<file path="config.mk">
export PLATFORM = sky130hd
export DESIGN_NAME = hazard_ctrl_flat
export DESIGN_NICKNAME = d
export VERILOG_FILES = /design/src/rtl/hazard_ctrl_if.sv /design/src/rtl/hazard_ctrl.sv /design/src/flat_wrapper.sv
export SDC_FILE = /design/constraint.sdc
export NUM_CORES = 1
export LEC_CHECK = 0
export CORE_MARGIN = 2
export CORE_UTILIZATION = 25
export CTS_BUF_LIST = sky130_fd_sc_hd__clkbuf_16
export DETAILED_ROUTE_END_ITERATION = 7
export GPL_ROUTABILITY_DRIVEN = 0
export PLACE_DENSITY = 0.85
export SLEW_MARGIN = 20
export SYNTH_ARGS = -nofsm -noshare
export SYNTH_HDL_FRONTEND = slang
export SYNTH_SLANG_ARGS = --single-unit
</file>
<file path="constraint.sdc">
create_clock -name clk -period 2.39 [get_ports clk]
set_input_delay 0.478 -clock clk [delete_from_list [all_inputs] [get_ports clk]]
set_output_delay 0.478 -clock clk [all_outputs]
set_load 0.01 [all_outputs]
</file>
<file path="src/rtl/hazard_ctrl_if.sv">
// ---------------------------------------------------------------------------
// hazard_ctrl_if
// Groups the pipeline-facing signals of the hazard controller.
//   master : pipeline side. It drives the stage instructions, operand use
//            times, destination info and mult/div controls. It receives the
//            stall/flush controls, MD_Busy and Stall_Count.
//   slave  : hazard controller side. Its directions are the mirror of master.
// Stage instructions: rs = [25:21], rt = [20:16].
// Tuse value 3 means that the operand is not read.
// Data_To_Reg encoding: 00 ALU_OUT, 01 MEM, 10 PC_8.
// ---------------------------------------------------------------------------
interface hazard_ctrl_if;
  logic [31:0] Instr_D;
  logic [31:0] Instr_E;
  logic [31:0] Instr_M;
  logic [1:0]  Tuse_Rs_D;
  logic [1:0]  Tuse_Rt_D;
  logic [4:0]  Write_Addr_E;
  logic [4:0]  Write_Addr_M;
  logic        Write_Enabled_E;
  logic        Write_Enabled_M;
  logic [1:0]  Data_To_Reg_E;
  logic [1:0]  Data_To_Reg_M;
  logic        MD_Start_E;
  logic        MD_Is_Div_E;
  logic        MD_Use_D;
  logic        Stall_F;
  logic        Stall_D;
  logic        Flush_E;
  logic        MD_Busy;
  logic [15:0] Stall_Count;

  modport master (
    output Instr_D, Instr_E, Instr_M, Tuse_Rs_D, Tuse_Rt_D,
           Write_Addr_E, Write_Addr_M, Write_Enabled_E, Write_Enabled_M,
           Data_To_Reg_E, Data_To_Reg_M, MD_Start_E, MD_Is_Div_E, MD_Use_D,
    input  Stall_F, Stall_D, Flush_E, MD_Busy, Stall_Count
  );

  modport slave (
    input  Instr_D, Instr_E, Instr_M, Tuse_Rs_D, Tuse_Rt_D,
           Write_Addr_E, Write_Addr_M, Write_Enabled_E, Write_Enabled_M,
           Data_To_Reg_E, Data_To_Reg_M, MD_Start_E, MD_Is_Div_E, MD_Use_D,
    output Stall_F, Stall_D, Flush_E, MD_Busy, Stall_Count
  );
endinterface

</file>
<file path="src/rtl/hazard_ctrl.sv">
// ---------------------------------------------------------------------------
// hazard_ctrl
// Stall/flush controller for a 5-stage MIPS-style pipeline.
//
// Data hazards: a D-stage operand stalls when an older instruction in E or M
// writes the same non-zero GPR and produces it later than D needs it. Here
// "later" means the D-stage Tuse is less than the stage Tnew.
// Mult/div hazards: an instruction in D that uses the mult/div unit or HI/LO
// stalls while a mult/div operation starts in E or is still busy.
//
// Optional feature macro: MD_UNIT_EN.
//   defined   : the mult/div busy counter and the MD stall are built.
//   undefined : there is no counter, MD_Busy is tied 0 and the MD_* inputs
//               are ignored.
//
// Ports
//   clk    : the single clock, rising edge.
//   reset  : synchronous, active-high reset. It clears the busy counter and
//            Stall_Count.
//   bus    : hazard_ctrl_if.slave. It carries these signals:
//            - stage inputs;
//            - Stall_F/Stall_D/Flush_E, which are combinational and equal
//              the stall term of the same cycle;
//            - MD_Busy and Stall_Count, which are registered.
// Parameters
//   MULT_CYCLES : busy cycles loaded for a multiply (default 5).
//   DIV_CYCLES  : busy cycles loaded for a divide (default 10).
// ---------------------------------------------------------------------------
module hazard_ctrl #(
  parameter int MULT_CYCLES = 5,
  parameter int DIV_CYCLES  = 10
) (
  input  logic         clk,
  input  logic         reset,
  hazard_ctrl_if.slave bus
);

  // Cycle count after which the E-stage result is ready for forwarding.
  function automatic logic [1:0] tnew_e_f(input logic [1:0] dtr);
    logic [1:0] tnew;
    case (dtr)
      2'b01:   tnew = 2'd2;
      2'b00:   tnew = 2'd1;
      default: tnew = 2'd0;
    endcase
    return tnew;
  endfunction

  // Only a load still in M is not yet available for forwarding.
  function automatic logic [1:0] tnew_m_f(input logic [1:0] dtr);
    logic [1:0] tnew;
    case (dtr)
      2'b01:   tnew = 2'd1;
      default: tnew = 2'd0;
    endcase
    return tnew;
  endfunction

  // Hazard for one D-stage source operand against the E and M producers.
  function automatic logic operand_stall_f(
    input logic [4:0] src,
    input logic [1:0] tuse,
    input logic [1:0] tnew_e,
    input logic [1:0] tnew_m,
    input logic [4:0] wa_e,
    input logic       we_e,
    input logic [4:0] wa_m,
    input logic       we_m
  );
    logic hit_e;
    logic hit_m;
    hit_e = (src == wa_e) && we_e && (tuse < tnew_e);
    hit_m = (src == wa_m) && we_m && (tuse < tnew_m);
    return (src != 5'd0) && (tuse != 2'd3) && (hit_e || hit_m);
  endfunction

  logic [4:0]  rs_s;
  logic [4:0]  rt_s;
  logic [1:0]  tnew_e_s;
  logic [1:0]  tnew_m_s;
  logic        data_stall_s;
  logic        md_stall_s;
  logic        stall_s;
  logic        md_busy_r;
  logic [15:0] stall_cnt_r;

  assign rs_s     = bus.Instr_D[25:21];
  assign rt_s     = bus.Instr_D[20:16];
  assign tnew_e_s = tnew_e_f(bus.Data_To_Reg_E);
  assign tnew_m_s = tnew_m_f(bus.Data_To_Reg_M);

  // Data stall: OR of the rs and rt operand hazards.
  always_comb begin
    data_stall_s = 1'b0;
    if (operand_stall_f(rs_s, bus.Tuse_Rs_D, tnew_e_s, tnew_m_s,
                        bus.Write_Addr_E, bus.Write_Enabled_E,
                        bus.Write_Addr_M, bus.Write_Enabled_M)) begin
      data_stall_s = 1'b1;
    end else if (operand_stall_f(rt_s, bus.Tuse_Rt_D, tnew_e_s, tnew_m_s,
                                 bus.Write_Addr_E, bus.Write_Enabled_E,
                                 bus.Write_Addr_M, bus.Write_Enabled_M)) begin
      data_stall_s = 1'b1;
    end else begin
      data_stall_s = 1'b0;
    end
  end

`ifdef MD_UNIT_EN
  localparam int MAX_CYCLES = (MULT_CYCLES > DIV_CYCLES) ? MULT_CYCLES : DIV_CYCLES;
  localparam int CNT_W      = (MAX_CYCLES < 1) ? 1 : $clog2(MAX_CYCLES + 1);
  localparam logic [CNT_W-1:0] MULT_LD  = CNT_W'(MULT_CYCLES);
  localparam logic [CNT_W-1:0] DIV_LD   = CNT_W'(DIV_CYCLES);
  localparam logic [CNT_W-1:0] CNT_ZERO = {CNT_W{1'b0}};
  localparam logic [CNT_W-1:0] CNT_ONE  = {{(CNT_W-1){1'b0}}, 1'b1};

  logic [CNT_W-1:0] md_cnt_r;
  logic [CNT_W-1:0] md_load_s;
  logic             unused_s;

  assign md_load_s = bus.MD_Is_Div_E ? DIV_LD : MULT_LD;

  // Mult/div busy counter. A start always reloads, and the last start wins,
  // even while the D stage stalls, because the E instruction still advances.
  // The busy flag tracks (counter != 0) as a register, so it rises one cycle
  // after the start.
  always_ff @(posedge clk) begin
    if (reset) begin
      md_cnt_r  <= CNT_ZERO;
      md_busy_r <= 1'b0;
    end else if (bus.MD_Start_E) begin
      md_cnt_r  <= md_load_s;
      md_busy_r <= (md_load_s != CNT_ZERO);
    end else if (md_cnt_r != CNT_ZERO) begin
      md_cnt_r  <= md_cnt_r - CNT_ONE;
      md_busy_r <= (md_cnt_r != CNT_ONE);
    end else begin
      md_cnt_r  <= md_cnt_r;
      md_busy_r <= 1'b0;
    end
  end

  assign md_stall_s = bus.MD_Use_D && (bus.MD_Start_E || md_busy_r);
  assign unused_s   = ^{bus.Instr_D[31:26], bus.Instr_D[15:0],
                        bus.Instr_E, bus.Instr_M};
`else
  logic unused_s;

  // The mult/div unit is not built, so the busy flag is tied low.
  always_ff @(posedge clk) begin
    if (reset) begin
      md_busy_r <= 1'b0;
    end else begin
      md_busy_r <= 1'b0;
    end
  end

  assign md_stall_s = 1'b0;
  assign unused_s   = ^{bus.Instr_D[31:26], bus.Instr_D[15:0],
                        bus.Instr_E, bus.Instr_M,
                        bus.MD_Start_E, bus.MD_Is_Div_E, bus.MD_Use_D,
                        1'(MULT_CYCLES), 1'(DIV_CYCLES)};
`endif

  assign stall_s = data_stall_s || md_stall_s;

  // Saturating stall-cycle counter. It holds at all ones and never wraps.
  always_ff @(posedge clk) begin
    if (reset) begin
      stall_cnt_r <= 16'd0;
    end else if (stall_s && (stall_cnt_r != 16'hFFFF)) begin
      stall_cnt_r <= stall_cnt_r + 16'd1;
    end else begin
      stall_cnt_r <= stall_cnt_r;
    end
  end

  assign bus.Stall_F     = stall_s;
  assign bus.Stall_D     = stall_s;
  assign bus.Flush_E     = stall_s;
  assign bus.MD_Busy     = md_busy_r;
  assign bus.Stall_Count = stall_cnt_r;

endmodule

</file>
<file path="src/flat_wrapper.sv">
// flat-port wrapper written by rule: the top's interface ports become plain ports
module hazard_ctrl_flat 
#(
  parameter int MULT_CYCLES = 5,
  parameter int DIV_CYCLES  = 10
)
  (clk, reset, bus_Instr_D, bus_Instr_E, bus_Instr_M, bus_Tuse_Rs_D, bus_Tuse_Rt_D, bus_Write_Addr_E, bus_Write_Addr_M, bus_Write_Enabled_E, bus_Write_Enabled_M, bus_Data_To_Reg_E, bus_Data_To_Reg_M, bus_MD_Start_E, bus_MD_Is_Div_E, bus_MD_Use_D, bus_Stall_F, bus_Stall_D, bus_Flush_E, bus_MD_Busy, bus_Stall_Count);
  hazard_ctrl_if bus_i ();
  input  logic clk;
  input  logic reset;
  input wire logic [$bits(bus_i.Instr_D)-1:0] bus_Instr_D;
  input wire logic [$bits(bus_i.Instr_E)-1:0] bus_Instr_E;
  input wire logic [$bits(bus_i.Instr_M)-1:0] bus_Instr_M;
  input wire logic [$bits(bus_i.Tuse_Rs_D)-1:0] bus_Tuse_Rs_D;
  input wire logic [$bits(bus_i.Tuse_Rt_D)-1:0] bus_Tuse_Rt_D;
  input wire logic [$bits(bus_i.Write_Addr_E)-1:0] bus_Write_Addr_E;
  input wire logic [$bits(bus_i.Write_Addr_M)-1:0] bus_Write_Addr_M;
  input wire logic [$bits(bus_i.Write_Enabled_E)-1:0] bus_Write_Enabled_E;
  input wire logic [$bits(bus_i.Write_Enabled_M)-1:0] bus_Write_Enabled_M;
  input wire logic [$bits(bus_i.Data_To_Reg_E)-1:0] bus_Data_To_Reg_E;
  input wire logic [$bits(bus_i.Data_To_Reg_M)-1:0] bus_Data_To_Reg_M;
  input wire logic [$bits(bus_i.MD_Start_E)-1:0] bus_MD_Start_E;
  input wire logic [$bits(bus_i.MD_Is_Div_E)-1:0] bus_MD_Is_Div_E;
  input wire logic [$bits(bus_i.MD_Use_D)-1:0] bus_MD_Use_D;
  output wire logic [$bits(bus_i.Stall_F)-1:0] bus_Stall_F;
  output wire logic [$bits(bus_i.Stall_D)-1:0] bus_Stall_D;
  output wire logic [$bits(bus_i.Flush_E)-1:0] bus_Flush_E;
  output wire logic [$bits(bus_i.MD_Busy)-1:0] bus_MD_Busy;
  output wire logic [$bits(bus_i.Stall_Count)-1:0] bus_Stall_Count;
  assign bus_i.Instr_D = bus_Instr_D;
  assign bus_i.Instr_E = bus_Instr_E;
  assign bus_i.Instr_M = bus_Instr_M;
  assign bus_i.Tuse_Rs_D = bus_Tuse_Rs_D;
  assign bus_i.Tuse_Rt_D = bus_Tuse_Rt_D;
  assign bus_i.Write_Addr_E = bus_Write_Addr_E;
  assign bus_i.Write_Addr_M = bus_Write_Addr_M;
  assign bus_i.Write_Enabled_E = bus_Write_Enabled_E;
  assign bus_i.Write_Enabled_M = bus_Write_Enabled_M;
  assign bus_i.Data_To_Reg_E = bus_Data_To_Reg_E;
  assign bus_i.Data_To_Reg_M = bus_Data_To_Reg_M;
  assign bus_i.MD_Start_E = bus_MD_Start_E;
  assign bus_i.MD_Is_Div_E = bus_MD_Is_Div_E;
  assign bus_i.MD_Use_D = bus_MD_Use_D;
  assign bus_Stall_F = bus_i.Stall_F;
  assign bus_Stall_D = bus_i.Stall_D;
  assign bus_Flush_E = bus_i.Flush_E;
  assign bus_MD_Busy = bus_i.MD_Busy;
  assign bus_Stall_Count = bus_i.Stall_Count;
  hazard_ctrl #(.MULT_CYCLES(MULT_CYCLES), .DIV_CYCLES(DIV_CYCLES)) u_core (.clk(clk), .reset(reset), .bus(bus_i));
endmodule
</file>
==> results of run 1 <==
metrics by stage:
stage | cell area (um^2) | instances | worst slack, ns | power, W
4_1_cts | 2070 | 285 | -0.0926 | 0.000741
2_1_floorplan | 1230 | 144 | -0.0210 | 0.000326
3_5_place_dp | 1970 | 281 | -0.919 | 0.000426
6_report | 2120 | 286 | -0.0532 | 0.000740
5_1_grt | 2120 | 286 | -0.145 | 0.000768
3_3_place_gp | 1970 | 281 | -0.853 | 0.000422
worst paths after layout:
path	from	endpoint	slack (ns)	depth (start not counted)
min reg2reg	u_core.bus.Stall_Count[14]$_SDFFE_PP0P_	u_core.bus.Stall_Count[14]$_SDFFE_PP0P_	0.53	1
min	u_core.bus.Stall_Count[14]$_SDFFE_PP0P_	u_core.bus.Stall_Count[14]$_SDFFE_PP0P_	0.53	1
max reg2reg	u_core.bus.Stall_Count[5]$_SDFFE_PP0P_	u_core.bus.Stall_Count[15]$_SDFFE_PP0P_	0.41	8
max	bus_Data_To_Reg_E[1]	u_core.bus.Stall_Count[15]$_SDFFE_PP0P_	-0.05	12
placed cells by master, fill, tap and decap left out, drive strengths merged, types with 4 or more instances in the layout:
cell type      instances
nor3                   5
dfxtp                 16
clkdlybuf4s50         27
clkbuf                 4
a21oi                  8
dlymetal6s2s           6
nand2                  6
nand4                  8
nand2b                 4
nor2                  21
dlygate4sd2           10
buf                   33
mux2                   5
nand3b                 4
nor2b                  6
xnor2                 11
xor2                  12
repair_timing:
item / in CTS / in global routing
endpoints found under the hold margin: 0 / 0
hold buffers: 0 / 0
setup endpoints to repair: 19 / 17
pin swaps: 8 / 10
buffers inserted: 1 / 1
gates resized for setup: 43 / 13
cell families after synthesis:
group / after synthesis / share of synthesized area
buf+inv: 7 / 0.0368
other cells: 1 / 0.00306
compound gates: 24 / 0.149
flops: 16 / 0.262
simple gates: 64 / 0.293
xor+xnor: 23 / 0.165
mux: 6 / 0.0603
fa+ha+maj: 3 / 0.0307
worst reg2reg max path: cells and delay by family (launching register included):
family	cells	cell delay (ns)
compound gates	1	0.05
buf+inv	1	0.13
flops	1	0.44
mux	1	0.30
simple gates	5	0.95
routing by layer:
| layer | routed length [um] | vias up | track usage |
|---|---|---|---|
| met5 | 0 | - | 0 |
| met4 | 79 | 0 | 0.0525 |
| met3 | 184 | 9 | 0.0217 |
| met2 | 1690 | 49 | 0.224 |
| met1 | 1530 | 618 | 0.174 |
| li1 | - | 664 | - |
layout make-up:
cell class / count / area [um^2]
clock buffer: 3 / 75.1
inverter: 1 / 3.75
timing repair buffer: 78 / 716
tap: 67 / 83.8
sequential: 16 / 320
multi-input combinational: 121 / 920
fill: 472 / 2610
report_power, final:
group / switching, W / internal (W)
Sequential: 0.000000420 / 0.000268
Combinational: 0.0000631 / 0.0000889
Clock: 0.000100 / 0.000219
Total: 0.000164 / 0.000576
==> flow_summary.ini, run 1 <==
[floorplan]
start_util = 0.259
die_w_um = 74.0
dieArea_um2 = 5470
die_h_um = 74.0
fp.coreArea_um2 = 4720
pin_count = 141
rows = 25

[worst_setup_path]
worstPathRequired_ns = 2.52
crit_family = compound AO/OA/AOI/OAI gates
worst_ep_arrival_time_ns = 2.58
crit_path_frequent_cell = buf_6
path_cells = buf_6, nand2b_4, ha_4, o31a_1, nor4b_2, a32oi_1, a221o_2, buf_6, a21oi_4, buf_6, nand4_1, mux2_4
crit_buf_inv = 3
crit_fanout = 5
path_class = in2reg
cpPeakStageDelay_ns = 0.36
cp-start-kind = primary input
cp_slowest_cell = a221o_2
worstSetupEndpointType = flip-flop

[timing]
clock.fmax_ghz = 0.409
tns_ns = -0.0656
fin_crit_ns = 2.44
timing.final.crit_share = 1.02
rsz0062_at_grt = yes
whs_ns = 0.531
skew_ns = 0.00350
finalWorstSetupSlack_ns = -0.0532
setup-violations-final = 2
slew_viol_final = 0
hold_viol_final = 0

[yosys]
synthArstFlopShare = 0
syn_area_um2 = 1220
ys_types = 41
yosys-top-cells-area = dfxtp_1 (26%), xor2_1 (8.6%), xnor2_1 (7.9%)
synth_common_cells = nor2_1 (21), dfxtp_1 (16), xor2_1 (12)
synth.most_common_cell = nor2_1
ys_seq_area_frac = 0.262
syn_area_per_cell_um2 = 8.50
synth_edf_count = 0
synth_area_leader_cell = dfxtp_1
yosys_warnings = 0
ys.flop_type = dfxtp_1
synthCells = 144
synth_nets = 268
synth_seq_cells = 16
synth_top_area_frac = 0.262

[grt]
antenna_found_initial = 0
grt_use_total = 0.135
grt_pass1_vias = 1345
grt_max_degree = 25
grt_pass1_wl_um = 5800
grt_remaining_overflow = 0

[placement]
dpl.hpwl_um = 2730
port_buffers = 50

[drt]
route.detailed.drc = 0
wl_um = 3480
avgViaCountPerCell = 4.69
drtIter0Drc = 106
firstDrtPassIters = 4
routedWlPerCell_um = 12.2
via_count = 1340
ant_nets = 0

[final_layout]
diodes = 0
fin_nets = 345
largest_reg_flops = 16
drive_gt1_frac = 0.269
final_util = 0.448
area_growth_pct = 73.1

[power_and_ir_drop]
p_per_area_nw_per_um2 = 349
vdd_ir_drop_max_mv = 0.168
p_leak_nw = 0.882

[clock_network]
clock_sinks = 16
clk_latency_ns = 0.25
cts_root_buf = clkbuf_16
cts_made_buffers = 3
cts_max_level = 1
path_clk_slew_ns = 0.05
cts_tree = done
clk_path_buf_depth = 2

[status]
violations = negative setup slack
status = finished, violations left

[min_path]
hold_class = reg2reg

[run]
cap_violations = 0
Note: power is estimated with default switching activity, not from simulation.
==> run 2: changes to the inputs <==
--- a/config.mk
+++ b/config.mk
@@ -8,6 +8,7 @@
 export CORE_MARGIN = 2
 export CORE_UTILIZATION = 25
 export CTS_BUF_LIST = sky130_fd_sc_hd__clkbuf_16
+export CTS_CLUSTER_DIAMETER = 60
 export DETAILED_ROUTE_END_ITERATION = 7
 export GPL_ROUTABILITY_DRIVEN = 0
 export PLACE_DENSITY = 0.85
==> results of run 2 <==
The final DEF is identical to that of run 1; final timing and power are the same.
==> run 3: changes to the inputs <==
--- a/config.mk
+++ b/config.mk
@@ -6,12 +6,12 @@
 export NUM_CORES = 1
 export LEC_CHECK = 0
 export CORE_MARGIN = 2
-export CORE_UTILIZATION = 25
+export CORE_UTILIZATION = 29
 export CTS_BUF_LIST = sky130_fd_sc_hd__clkbuf_16
 export CTS_CLUSTER_DIAMETER = 60
 export DETAILED_ROUTE_END_ITERATION = 7
 export GPL_ROUTABILITY_DRIVEN = 0
-export PLACE_DENSITY = 0.85
+export PLACE_DENSITY = 0.92
 export SLEW_MARGIN = 20
 export SYNTH_ARGS = -nofsm -noshare
 export SYNTH_HDL_FRONTEND = slang
==> constraint.sdc (replaced) <==
create_clock -name clk -period 3 [get_ports clk]
set_input_delay 0.6 -clock clk [delete_from_list [all_inputs] [get_ports clk]]
set_output_delay 0.6 -clock clk [all_outputs]
set_load 0.01 [all_outputs]
==> run 3 against run 2 <==
The run now ends clean. Via count decreased by 4.5%. Sequential power shrank 21%. Flip-flop and latch count unchanged. First-iteration DRC count down 57%. Global-route usage grew 1.3 points. Setup slack improved by 0.13 ns. Non-clock buffer count decreased by 4. Clock skew shrank 0.0023 ns. Cell area fell by 4.6%. Highest routed layer unchanged.
==> flow_summary.ini, run 3 (same netlist as run 1, synthesis figures left out) <==
[status]
status = completed

[drt]
wl_um = 3240
via_count = 1280
avgViaCountPerCell = 4.81
route.detailed.drc = 0
routedWlPerCell_um = 12.2
drtIter0Drc = 46
firstDrtPassIters = 4
ant_nets = 0

[worst_setup_path]
crit_fanout = 4
path_class = in2out
crit_family = compound AO/OA/AOI/OAI gates
worstSetupEndpointType = output port
path_cells = clkdlybuf4s50_1, ha_1, o31a_1, nor4b_2, a32oi_1, a221o_2, nand2_4, buf_6
worst_ep_arrival_time_ns = 2.32
worstPathRequired_ns = 2.40
crit_buf_inv = 2
reg2reg_to = u_core.bus.Stall_Count[3]$_SDFFE_PP0P_
r2r_slack_ns = 0.89
rr_worst_depth = 9
cp_slowest_cell = clkdlybuf4s50_1
cpPeakStageDelay_ns = 0.42
cp-start-kind = primary input
r2r_start = u_core.bus.Stall_Count[5]$_SDFFE_PP0P_

[power_and_ir_drop]
comb_power_share = 0.200
vdd_ir_drop_max_mv = 0.162
p_int_w = 0.000465
pwr-share-clk = 0.444
power.share.switching = 0.224
p_per_area_nw_per_um2 = 296
p_leak_nw = 0.782
power_switching_w = 0.000134
sequentialPowerShare = 0.356
power.total_w = 0.000599

[clock_network]
cts_made_buffers = 3
clk_latency_ns = 0.25
cts_tree = done
clk_path_buf_depth = 2
cts_root_buf = clkbuf_16
path_clk_slew_ns = 0.05
cts_max_level = 1
clock_sinks = 16

[min_path]
hold_class = reg2reg
min_from = u_core.bus.Stall_Count[14]$_SDFFE_PP0P_
hold_depth = 1
min_to = u_core.bus.Stall_Count[14]$_SDFFE_PP0P_

[floorplan]
die_w_um = 69.0
pin_count = 141
rows = 23
die_h_um = 69.0
dieArea_um2 = 4760
fp.coreArea_um2 = 4030
start_util = 0.304

[placement]
dpl.hpwl_um = 2590
dpl.cell_count = 261
placed_cell_area_um2 = 1920
port_buffers = 50

[final_layout]
fin_nets = 341
final_common_cell = clkdlybuf4s50_1
final_cells = 266
drive_gt1_frac = 0.213
final_area_um2 = 2020
largest_reg_flops = 16
diodes = 0
area_growth_pct = 65.1
final_cell_mix = clkdlybuf4s50_1 (45), buf_4 (24), nor2_1 (21)

[timing]
fin_crit_ns = 2.92
worst_pin_slew_ns = 0.800
rsz0062_at_grt = no
max_slew_margin = 0.465
hold_viol_final = 0
slew_viol_final = 0
skew_ns = 0.00118
clock.fmax_ghz = 0.342
timing.final.crit_share = 0.974
setup-violations-final = 0

[grt]
grt_max_degree = 25
grt_pass1_wl_um = 5300
antenna_found_initial = 0
grt_use_total = 0.148
grt_pass1_vias = 1246
grt_remaining_overflow = 0

[run]
cap_violations = 0
==> run 3: stage by stage <==
stage | hold slack, ns | TNS (ns) | setup slack (ns) | util
after floorplan | 0.545 | 0 | 0.347 | -
after global placement | 0.507 | -2.31 | -0.508 | 0.476
after detailed placement | 0.524 | -2.92 | -0.539 | 0.476
after CTS | 0.528 | 0 | 0.0193 | 0.500
after global routing | 0.575 | 0 | 0.0223 | 0.502
final | 0.531 | 0 | 0.0775 | 0.502
==> run 3: cell type report <==
cell class	count	area, um^2
Clock inverter	1	3.75
Multi-Input combinational cell	121	873
Tap cell	50	62.6
Sequential cell	16	320
Clock buffer	3	75.1
Timing Repair Buffer	74	682
Inverter	1	3.75
Fill cell	384	2010
==> run 3: power groups by stage <==
stage | combinational, W | sequential [W] | clock [W]
3_3_place_gp | 0.000115 | 0.000218 | 0
4_1_cts | 0.000120 | 0.000213 | 0.000270
6_report | 0.000120 | 0.000213 | 0.000266
2_1_floorplan | 0.0000410 | 0.000218 | 0
5_1_grt | 0.000130 | 0.000213 | 0.000285
3_5_place_dp | 0.000119 | 0.000218 | 0
==> run 3: timing repair <==
action | in CTS | in global routing
endpoints found under the setup margin | 3 | 8
gates resized for setup | 20 | 0
setup buffers | 0 | 1
pin swaps | 2 | 2
hold buffers | 0 | 0
==> run 3: how the worst max path moves through the flow <==
stage,startpoint,end,slack [ns],cells after the start
floorplan,bus_Data_To_Reg_E[1],bus_Stall_D,0.35,8
global placement,bus_Data_To_Reg_E[1],bus_Flush_E,-0.51,9
detailed placement,bus_Data_To_Reg_E[1],bus_Flush_E,-0.54,9
CTS,bus_Tuse_Rt_D[1],bus_Flush_E,0.02,8
global route,bus_Tuse_Rt_D[1],bus_Flush_E,0.02,8
finish,bus_Tuse_Rt_D[1],bus_Flush_E,0.08,8
==> run 3: per-layer routing <==
metal	share of wire	track usage	vias to the layer above
met3	0.044	0.0162	5
met4	0.017	0.0588	0
li1	-	-	655
met2	0.50	0.270	39
met5	0	0	-
met1	0.44	0.174	581
